$ cat src/rtl/booth_r4_pkg.sv
// Shared definitions for the radix-4 Booth MAC: digit codes, digit count, digit decode.
// Latency: n/a (package only).
// Backpressure: n/a (package only).
package booth_r4_pkg;

  // Radix-4 Booth digit codes, one per multiplier bit-triplet
  localparam logic [2:0] BOOTH_ZERO = 3'd0;
  localparam logic [2:0] BOOTH_POS1 = 3'd1;
  localparam logic [2:0] BOOTH_POS2 = 3'd2;
  localparam logic [2:0] BOOTH_NEG2 = 3'd3;
  localparam logic [2:0] BOOTH_NEG1 = 3'd4;

  // Digits needed to cover an N-bit operand extended to N+2 bits
  function automatic int num_pp(input int n);
    return n / 2 + 1;
  endfunction

  // Triplet is {b[2i+1], b[2i], b[2i-1]}
  function automatic logic [2:0] booth_decode(input logic [2:0] trip);
    logic [2:0] code;
    case (trip)
      3'b001, 3'b010: code = BOOTH_POS1;
      3'b011:         code = BOOTH_POS2;
      3'b100:         code = BOOTH_NEG2;
      3'b101, 3'b110: code = BOOTH_NEG1;
      default:        code = BOOTH_ZERO;
    endcase
    return code;
  endfunction

endpackage

$ cat src/rtl/booth_r4_pp_gen.sv
// One radix-4 Booth partial product: selects 0/+A/+2A/-A/-2A from a multiplier triplet.
// Latency: combinational.
// Backpressure: none (pure logic, held by the enclosing pipeline).
// Ports: a_ext   - multiplicand already extended to N+2 bits
//        triplet - multiplier bits {2i+1, 2i, 2i-1}
//        pp      - partial product sign-extended to 2N+2 bits, one's-complemented if negative
//        neg     - +1 correction owed at the partial product LSB
module booth_r4_pp_gen
  import booth_r4_pkg::*;
#(
  parameter int N = 16
) (
  input  logic [N+1:0]   a_ext,
  input  logic [2:0]     triplet,
  output logic [2*N+1:0] pp,
  output logic           neg
);

  logic [2:0]     digit;
  logic [2*N+1:0] a_sx;
  logic [2*N+1:0] a2_sx;

  always_comb begin
    digit = booth_decode(triplet);
    a_sx  = {{N{a_ext[N+1]}}, a_ext};
    // a_sx carries N copies of the sign, so dropping its MSB keeps 2A exact
    a2_sx = {a_sx[2*N:0], 1'b0};
    pp    = '0;
    neg   = 1'b0;
    case (digit)
      BOOTH_POS1: pp = a_sx;
      BOOTH_POS2: pp = a2_sx;
      BOOTH_NEG1: begin
        pp  = ~a_sx;
        neg = 1'b1;
      end
      BOOTH_NEG2: begin
        pp  = ~a2_sx;
        neg = 1'b1;
      end
      default: begin
        pp  = '0;
        neg = 1'b0;
      end
    endcase
  end

endmodule

$ cat src/rtl/booth_r4_pipe_mac.sv
// Pipelined radix-4 Booth multiply-accumulate for the systolic PE datapath.
// Latency: 3 cycles from input handshake to out_valid; one beat per cycle at full throughput.
// Backpressure: whole pipe freezes while out_valid & !out_ready; in_ready mirrors that.
// Ports: clk/rst (async, active-high); in_valid/in_ready/in_a/in_b/in_signed/in_acc_en/
//        in_acc_clr operand beat; out_valid/out_ready/out_data/out_ovf result beat.
module booth_r4_pipe_mac
  import booth_r4_pkg::*;
#(
  parameter int N     = 16,
  parameter int ACC_W = 2*N+8
) (
  input  logic             clk,
  input  logic             rst,
  input  logic             in_valid,
  output logic             in_ready,
  input  logic [N-1:0]     in_a,
  input  logic [N-1:0]     in_b,
  input  logic             in_signed,
  input  logic             in_acc_en,
  input  logic             in_acc_clr,
  output logic             out_valid,
  input  logic             out_ready,
  output logic [ACC_W-1:0] out_data,
  output logic             out_ovf
);

  localparam int NPP  = num_pp(N);
  localparam int W    = 2*N+2;
  localparam int ROWS = NPP + 1;   // partial products plus the negation-correction row

  if ((N % 2) != 0 || N < 4 || ACC_W < 2*N+2) begin : g_bad_params
    $error("booth_r4_pipe_mac: N must be even and >= 4, ACC_W must be >= 2*N+2");
  end

  logic advance;

  // S1 state
  logic [N-1:0] a_q, a_d, b_q, b_d;
  logic         sgn1_q, sgn1_d, en1_q, en1_d, clr1_q, clr1_d, v1_q, v1_d;
  // S2 state
  logic [W-1:0] sum2_q, sum2_d, carry2_q, carry2_d;
  logic         sgn2_q, sgn2_d, en2_q, en2_d, clr2_q, clr2_d, v2_q, v2_d;
  // S3 state
  logic [ACC_W-1:0] out_data_q, out_data_d, acc_q, acc_d;
  logic             out_valid_q, out_valid_d, out_ovf_q, out_ovf_d;

  // ---------------- S2 combinational: Booth encode + carry-save reduce ----------------
  logic [N+1:0] a_ext;
  logic [N+2:0] b_ext0;          // extended multiplier with the implicit 0 below its LSB
  logic [W-1:0] pp_arr [NPP];
  logic [NPP-1:0] neg_vec;
  logic [W-1:0] row [ROWS];

  always_comb begin
    a_ext  = {{2{sgn1_q & a_q[N-1]}}, a_q};
    b_ext0 = {{2{sgn1_q & b_q[N-1]}}, b_q, 1'b0};
  end

  for (genvar i = 0; i < NPP; i++) begin : g_pp
    booth_r4_pp_gen #(.N(N)) u_pp (
      .a_ext   (a_ext),
      .triplet (b_ext0[2*i+2:2*i]),
      .pp      (pp_arr[i]),
      .neg     (neg_vec[i])
    );
  end

  // Correction bits sit at distinct positions 2i, so they share a single row
  always_comb begin
    row[NPP] = '0;
    for (int i = 0; i < NPP; i++) begin
      row[i]   = pp_arr[i] << (2*i);
      row[NPP] = row[NPP] | (W'(neg_vec[i]) << (2*i));
    end
  end

  // Chain of 3:2 compressors; everything is mod 2^W, which holds the exact product
  logic [W-1:0] cs_s [ROWS-1];
  logic [W-1:0] cs_c [ROWS-1];

  assign cs_s[0] = row[0];
  assign cs_c[0] = row[1];

  for (genvar k = 2; k < ROWS; k++) begin : g_csa
    logic [W-1:0] maj;
    assign maj       = (cs_s[k-2] & cs_c[k-2]) | (cs_s[k-2] & row[k]) | (cs_c[k-2] & row[k]);
    assign cs_s[k-1] = cs_s[k-2] ^ cs_c[k-2] ^ row[k];
    assign cs_c[k-1] = maj << 1;
  end

  // ---------------- S3 combinational: CPA + accumulate ----------------
  logic [W-1:0]     prod_w;
  logic [ACC_W-1:0] prod_ext, acc_base;
  logic [ACC_W:0]   acc_sum;
  logic             sgn_ovf;

  always_comb begin
    prod_w   = sum2_q + carry2_q;
    // The W-bit value is the exact two's-complement product in both modes
    prod_ext = ACC_W'($signed(prod_w));
    acc_base = clr2_q ? '0 : acc_q;
    acc_sum  = {1'b0, acc_base} + {1'b0, prod_ext};
    sgn_ovf  = (acc_base[ACC_W-1] == prod_ext[ACC_W-1]) &&
               (acc_sum[ACC_W-1] != acc_base[ACC_W-1]);
  end

  // ---------------- Next-state ----------------
  assign advance = !out_valid_q || out_ready;

  always_comb begin
    a_d         = a_q;
    b_d         = b_q;
    sgn1_d      = sgn1_q;
    en1_d       = en1_q;
    clr1_d      = clr1_q;
    v1_d        = v1_q;
    sum2_d      = sum2_q;
    carry2_d    = carry2_q;
    sgn2_d      = sgn2_q;
    en2_d       = en2_q;
    clr2_d      = clr2_q;
    v2_d        = v2_q;
    out_data_d  = out_data_q;
    out_valid_d = out_valid_q;
    out_ovf_d   = out_ovf_q;
    acc_d       = acc_q;
    if (advance) begin
      a_d         = in_a;
      b_d         = in_b;
      sgn1_d      = in_signed;
      en1_d       = in_acc_en;
      clr1_d      = in_acc_clr;
      v1_d        = in_valid;
      sum2_d      = cs_s[ROWS-2];
      carry2_d    = cs_c[ROWS-2];
      sgn2_d      = sgn1_q;
      en2_d       = en1_q;
      clr2_d      = clr1_q;
      v2_d        = v1_q;
      out_valid_d = v2_q;
      // Bubbles leave out_data and the accumulator untouched
      if (v2_q) begin
        if (en2_q) begin
          out_data_d = acc_sum[ACC_W-1:0];
          acc_d      = acc_sum[ACC_W-1:0];
          out_ovf_d  = sgn2_q ? sgn_ovf : acc_sum[ACC_W];
        end else begin
          out_data_d = prod_ext;
          out_ovf_d  = 1'b0;
        end
      end
    end
  end

  always_ff @(posedge clk or posedge rst) begin
    if (rst) begin
      a_q         <= '0;
      b_q         <= '0;
      sgn1_q      <= 1'b0;
      en1_q       <= 1'b0;
      clr1_q      <= 1'b0;
      v1_q        <= 1'b0;
      sum2_q      <= '0;
      carry2_q    <= '0;
      sgn2_q      <= 1'b0;
      en2_q       <= 1'b0;
      clr2_q      <= 1'b0;
      v2_q        <= 1'b0;
      out_data_q  <= '0;
      out_valid_q <= 1'b0;
      out_ovf_q   <= 1'b0;
      acc_q       <= '0;
    end else begin
      a_q         <= a_d;
      b_q         <= b_d;
      sgn1_q      <= sgn1_d;
      en1_q       <= en1_d;
      clr1_q      <= clr1_d;
      v1_q        <= v1_d;
      sum2_q      <= sum2_d;
      carry2_q    <= carry2_d;
      sgn2_q      <= sgn2_d;
      en2_q       <= en2_d;
      clr2_q      <= clr2_d;
      v2_q        <= v2_d;
      out_data_q  <= out_data_d;
      out_valid_q <= out_valid_d;
      out_ovf_q   <= out_ovf_d;
      acc_q       <= acc_d;
    end
  end

  assign in_ready  = advance;
  assign out_valid = out_valid_q;
  assign out_data  = out_data_q;
  assign out_ovf   = out_ovf_q;

endmodule

$ cat config.mk
export PLATFORM = sky130hd
export DESIGN_NAME = booth_r4_pipe_mac
export DESIGN_NICKNAME = d
export VERILOG_FILES = /design/src/rtl/booth_r4_pkg.sv /design/src/rtl/booth_r4_pp_gen.sv /design/src/rtl/booth_r4_pipe_mac.sv
export SDC_FILE = /design/constraint.sdc
export NUM_CORES = 1
export LEC_CHECK = 0
export ABC_CLOCK_PERIOD_IN_PS = 7300
export BUFFER_PORTS_ARGS = -buffer_cell sky130_fd_sc_hd__buf_2
export CAP_MARGIN = 20
export CORE_MARGIN = 2
export CORE_UTILIZATION = 25
export DETAILED_ROUTE_END_ITERATION = 8
export GPL_ROUTABILITY_DRIVEN = 0
export SYNTH_ARGS = -nofsm -noshare
export SYNTH_HDL_FRONTEND = slang
export SYNTH_SLANG_ARGS = --single-unit
$ cat constraint.sdc
create_clock -name clk -period 7.3 [get_ports clk]
set_input_delay 0.73 -clock clk [delete_from_list [all_inputs] [get_ports clk]]
set_output_delay 0.73 -clock clk [all_outputs]
set_load 0.01 [all_outputs]
==> results.json <==
{
  "routed-via-count": 15900,
  "routed_via_density": 4.771,
  "period_needed_ns": 6.292,
  "grt_pass1_wl_mm": 86.34,
  "yosysWarnings": 0,
  "tns_ns": 0,
  "hp-class": "in -> async",
  "routed_wirelength_mm": 53.12,
  "drv_slew": 0,
  "syn-cell-area_um2": 18990,
  "arrival_ns": 6.69,
  "flow.area_growth_from_synthesis_pct": 10.69,
  "overflow": 0,
  "clk_latency_ns": 0.50,
  "crit_fanout": 19,
  "period_share": 0.8619,
  "clock_path_buffers": 2,
  "setup_viol": 0,
  "cts_buffers": 17,
  "synth_ff_type": "dfrtp_1",
  "fmax_ghz": 0.1589,
  "final_nets": 2644,
  "finalHoldWorstSlack_ns": 0.3086,
  "critPathCaptureType": "register",
  "final_cell_count_no_fill": 3332,
  "ys_types": 73,
  "cts.sinks": 185,
  "antenna_found_initial": 0,
  "drt_iter0_drc": 983,
  "synthTopCellsByArea": "dfrtp_1, fa_1, nand2_1, ha_1, xnor2_1",
  "io_pins": 82,
  "ys_seq_area_frac": 0.2437,
  "worst_ep_required_time_ns": 7.70,
  "timing.final.ws_setup_ns": 1.008,
  "synth_seq_cells": 185,
  "hold_viol_final": 0,
  "wl_per_cell_um": 15.94,
  "hpwl_mm": 40.48,
  "status": "complete, no violations",
  "start_util": 0.2513,
  "die_area_um2": 78190,
  "die_h_um": 279.6,
  "port_buffers": 81,
  "grt_setup_unrepaired": "false",
  "drt_pass1_iterations": 5,
  "fillers": 8154,
  "die_w_um": 279.6,
  "slew_headroom": 0.2857,
  "first_global_vias": 15370,
  "htreeDepth": 4,
  "regArea_um2": 4629,
  "synth_top_area_frac": 0.2437,
  "worstSetupPathType": "reg -> reg",
  "track_usage": 0.1381,
  "cap_violations": 0,
  "layout-drive-gt1-share": 0.07901,
  "multi_input_area_um2": 13230,
  "ant_nets": 0,
  "worst_setup_path_start_kind": "register",
  "synth_edf_count": 0,
  "worst_slew_pin_slew_ns": 1.068,
  "async_reset_ff_frac": 1.000,
  "clkTransAtPathRegs_ns": 0.09,
  "grt_max_degree": 86,
  "num_rows": 101,
  "dp_slack_ns": 1.040,
  "cts_tree": "built",
  "synth_top_cell_by_area": "dfrtp_1",
  "skew_ns": 0.01591,
  "diodes": 0,
  "dpl.cell_count": 3299,
  "postCtsHoldBufs": 0,
  "synth_cells": 2363,
  "cts-root-buf": "clkbuf_16",
  "cts_resized": 0,
  "drc_errors": 0,
  "core_um2": 75570,
  "post-cts-setup-buffers": 0,
  "avgSynthCellArea_um2": 8.038
}
-- cells in the final DEF (no fill, tap or decap), drive strengths merged, types with 24 or more instances in the layout --
cell    instances
a211oi         50
a21o           30
a21oi         164
a22oi          24
buf           132
dfrtp         185
fa            130
ha            134
inv           134
mux2i          35
nand2         501
nor2          183
nor2b          58
o21ai         129
o22ai          32
xnor2         122
xor2           53
-- worst max-delay path: stages (launching register included) --
cell,delay (ns)
dfrtp_1,0.49
ha_1,0.62
nor2_1,0.14
and2_1,0.21
nor3_1,0.17
a211oi_1,0.08
buf_4,0.21
fa_1,0.48
inv_1,0.08
fa_1,0.54
inv_1,0.09
fa_1,0.50
fa_1,0.58
fa_1,0.50
fa_1,0.50
inv_1,0.07
fa_1,0.51
inv_1,0.05
ha_1,0.26
nand2_1,0.06
nand2_1,0.06
-- kinds of logic after synthesis --
logic type / count (synthesis) / share of synthesized area
compound gates: 545 / 0.1810
xor+xnor: 175 / 0.08109
fa+ha+maj: 264 / 0.2253
buf+inv: 304 / 0.06047
flops: 185 / 0.2437
mux: 36 / 0.01904
other cells: 1 / 0.0001974
simple gates: 853 / 0.1892
-- metrics by stage --
stage	instance area (um2)	util
after floorplan	19000	-
after detailed placement	20370	0.2695
after CTS	21020	0.2781
after global placement	20370	0.2695
after global routing	21020	0.2782
final	21020	0.2782
-- path summary, 6_finish.rpt --
kind | start | to | slack, ns | depth (start not counted)
max | b_q[1]$_DFFE_PP0N_ | sum2_q[32]$_DFFE_PP0N_ | 1.01 | 20
min | rst | b_q[2]$_DFFE_PP0N_ | 0.31 | 2
max reg2reg | b_q[1]$_DFFE_PP0N_ | sum2_q[32]$_DFFE_PP0N_ | 1.01 | 20
min reg2reg | acc_q[8]$_DFFE_PP0P_ | acc_q[8]$_DFFE_PP0P_ | 0.47 | 2
max in group asynchronous | rst | carry2_q[31]$_DFFE_PP0N_ | 5.81 | 3
min in group clk | in_b[13] | b_q[13]$_DFFE_PP0N_ | 0.43 | 3
-- layer usage --
| metal | global-route usage | vias to the layer above | part of all wire |
|---|---|---|---|
| li1 | - | 7900 | - |
| met2 | 0.2175 | 422 | 0.44 |
| met4 | 0.05540 | 0 | 0.030 |
| met3 | 0.02202 | 72 | 0.051 |
| met1 | 0.1887 | 7503 | 0.47 |
| met5 | 0 | - | 0 |
-- sequential cells by signal, indices dropped and copies added, names as in the netlist, 16 cells and up --
signal	cells
a_q	16
acc_q	40
b_q	16
carry2_q	29
out_data	40
sum2_q	34
-- Yosys cell counts, types with 3 or more instances --
cell / count
nand2_1: 501
dfrtp_1: 185
nor2_1: 183
a21oi_1: 163
clkbuf_1: 159
ha_1: 134
fa_1: 130
inv_1: 128
o21ai_0: 126
xnor2_1: 121
nor2b_1: 58
xor2_1: 53
a211oi_1: 48
mux2i_1: 35
o22ai_1: 32
a21o_1: 30
a22oi_1: 24
nand3_1: 22
nor3_1: 20
nand4_1: 18
a31oi_1: 15
a221o_1: 14
and2_1: 12
o21bai_1: 11
o221ai_1: 10
o31ai_1: 10
or3_1: 10
buf_1: 9
o211ai_1: 9
and3_1: 8
a221oi_1: 5
a311oi_1: 5
nand2b_1: 5
a31o_2: 4
buf_2: 4
nor4_1: 4
o21a_1: 4
a2111oi_0: 3
a211o_1: 3
o21ai_1: 3
o22a_1: 3
o31a_1: 3
-- area by class of cell --
| cell class | count | share of cell area |
|---|---|---|
| inverter | 130 | 0.02369 |
| tap | 978 | 0.05821 |
| clock inverter | 15 | 0.01065 |
| timing repair buffer | 132 | 0.03750 |
| multi-input combinational | 1875 | 0.6295 |
| sequential | 185 | 0.2202 |
| clock buffer | 17 | 0.02024 |
Power is not shown: default switching activity piles up to over one toggle a cycle in this logic, so the estimate is an artifact.
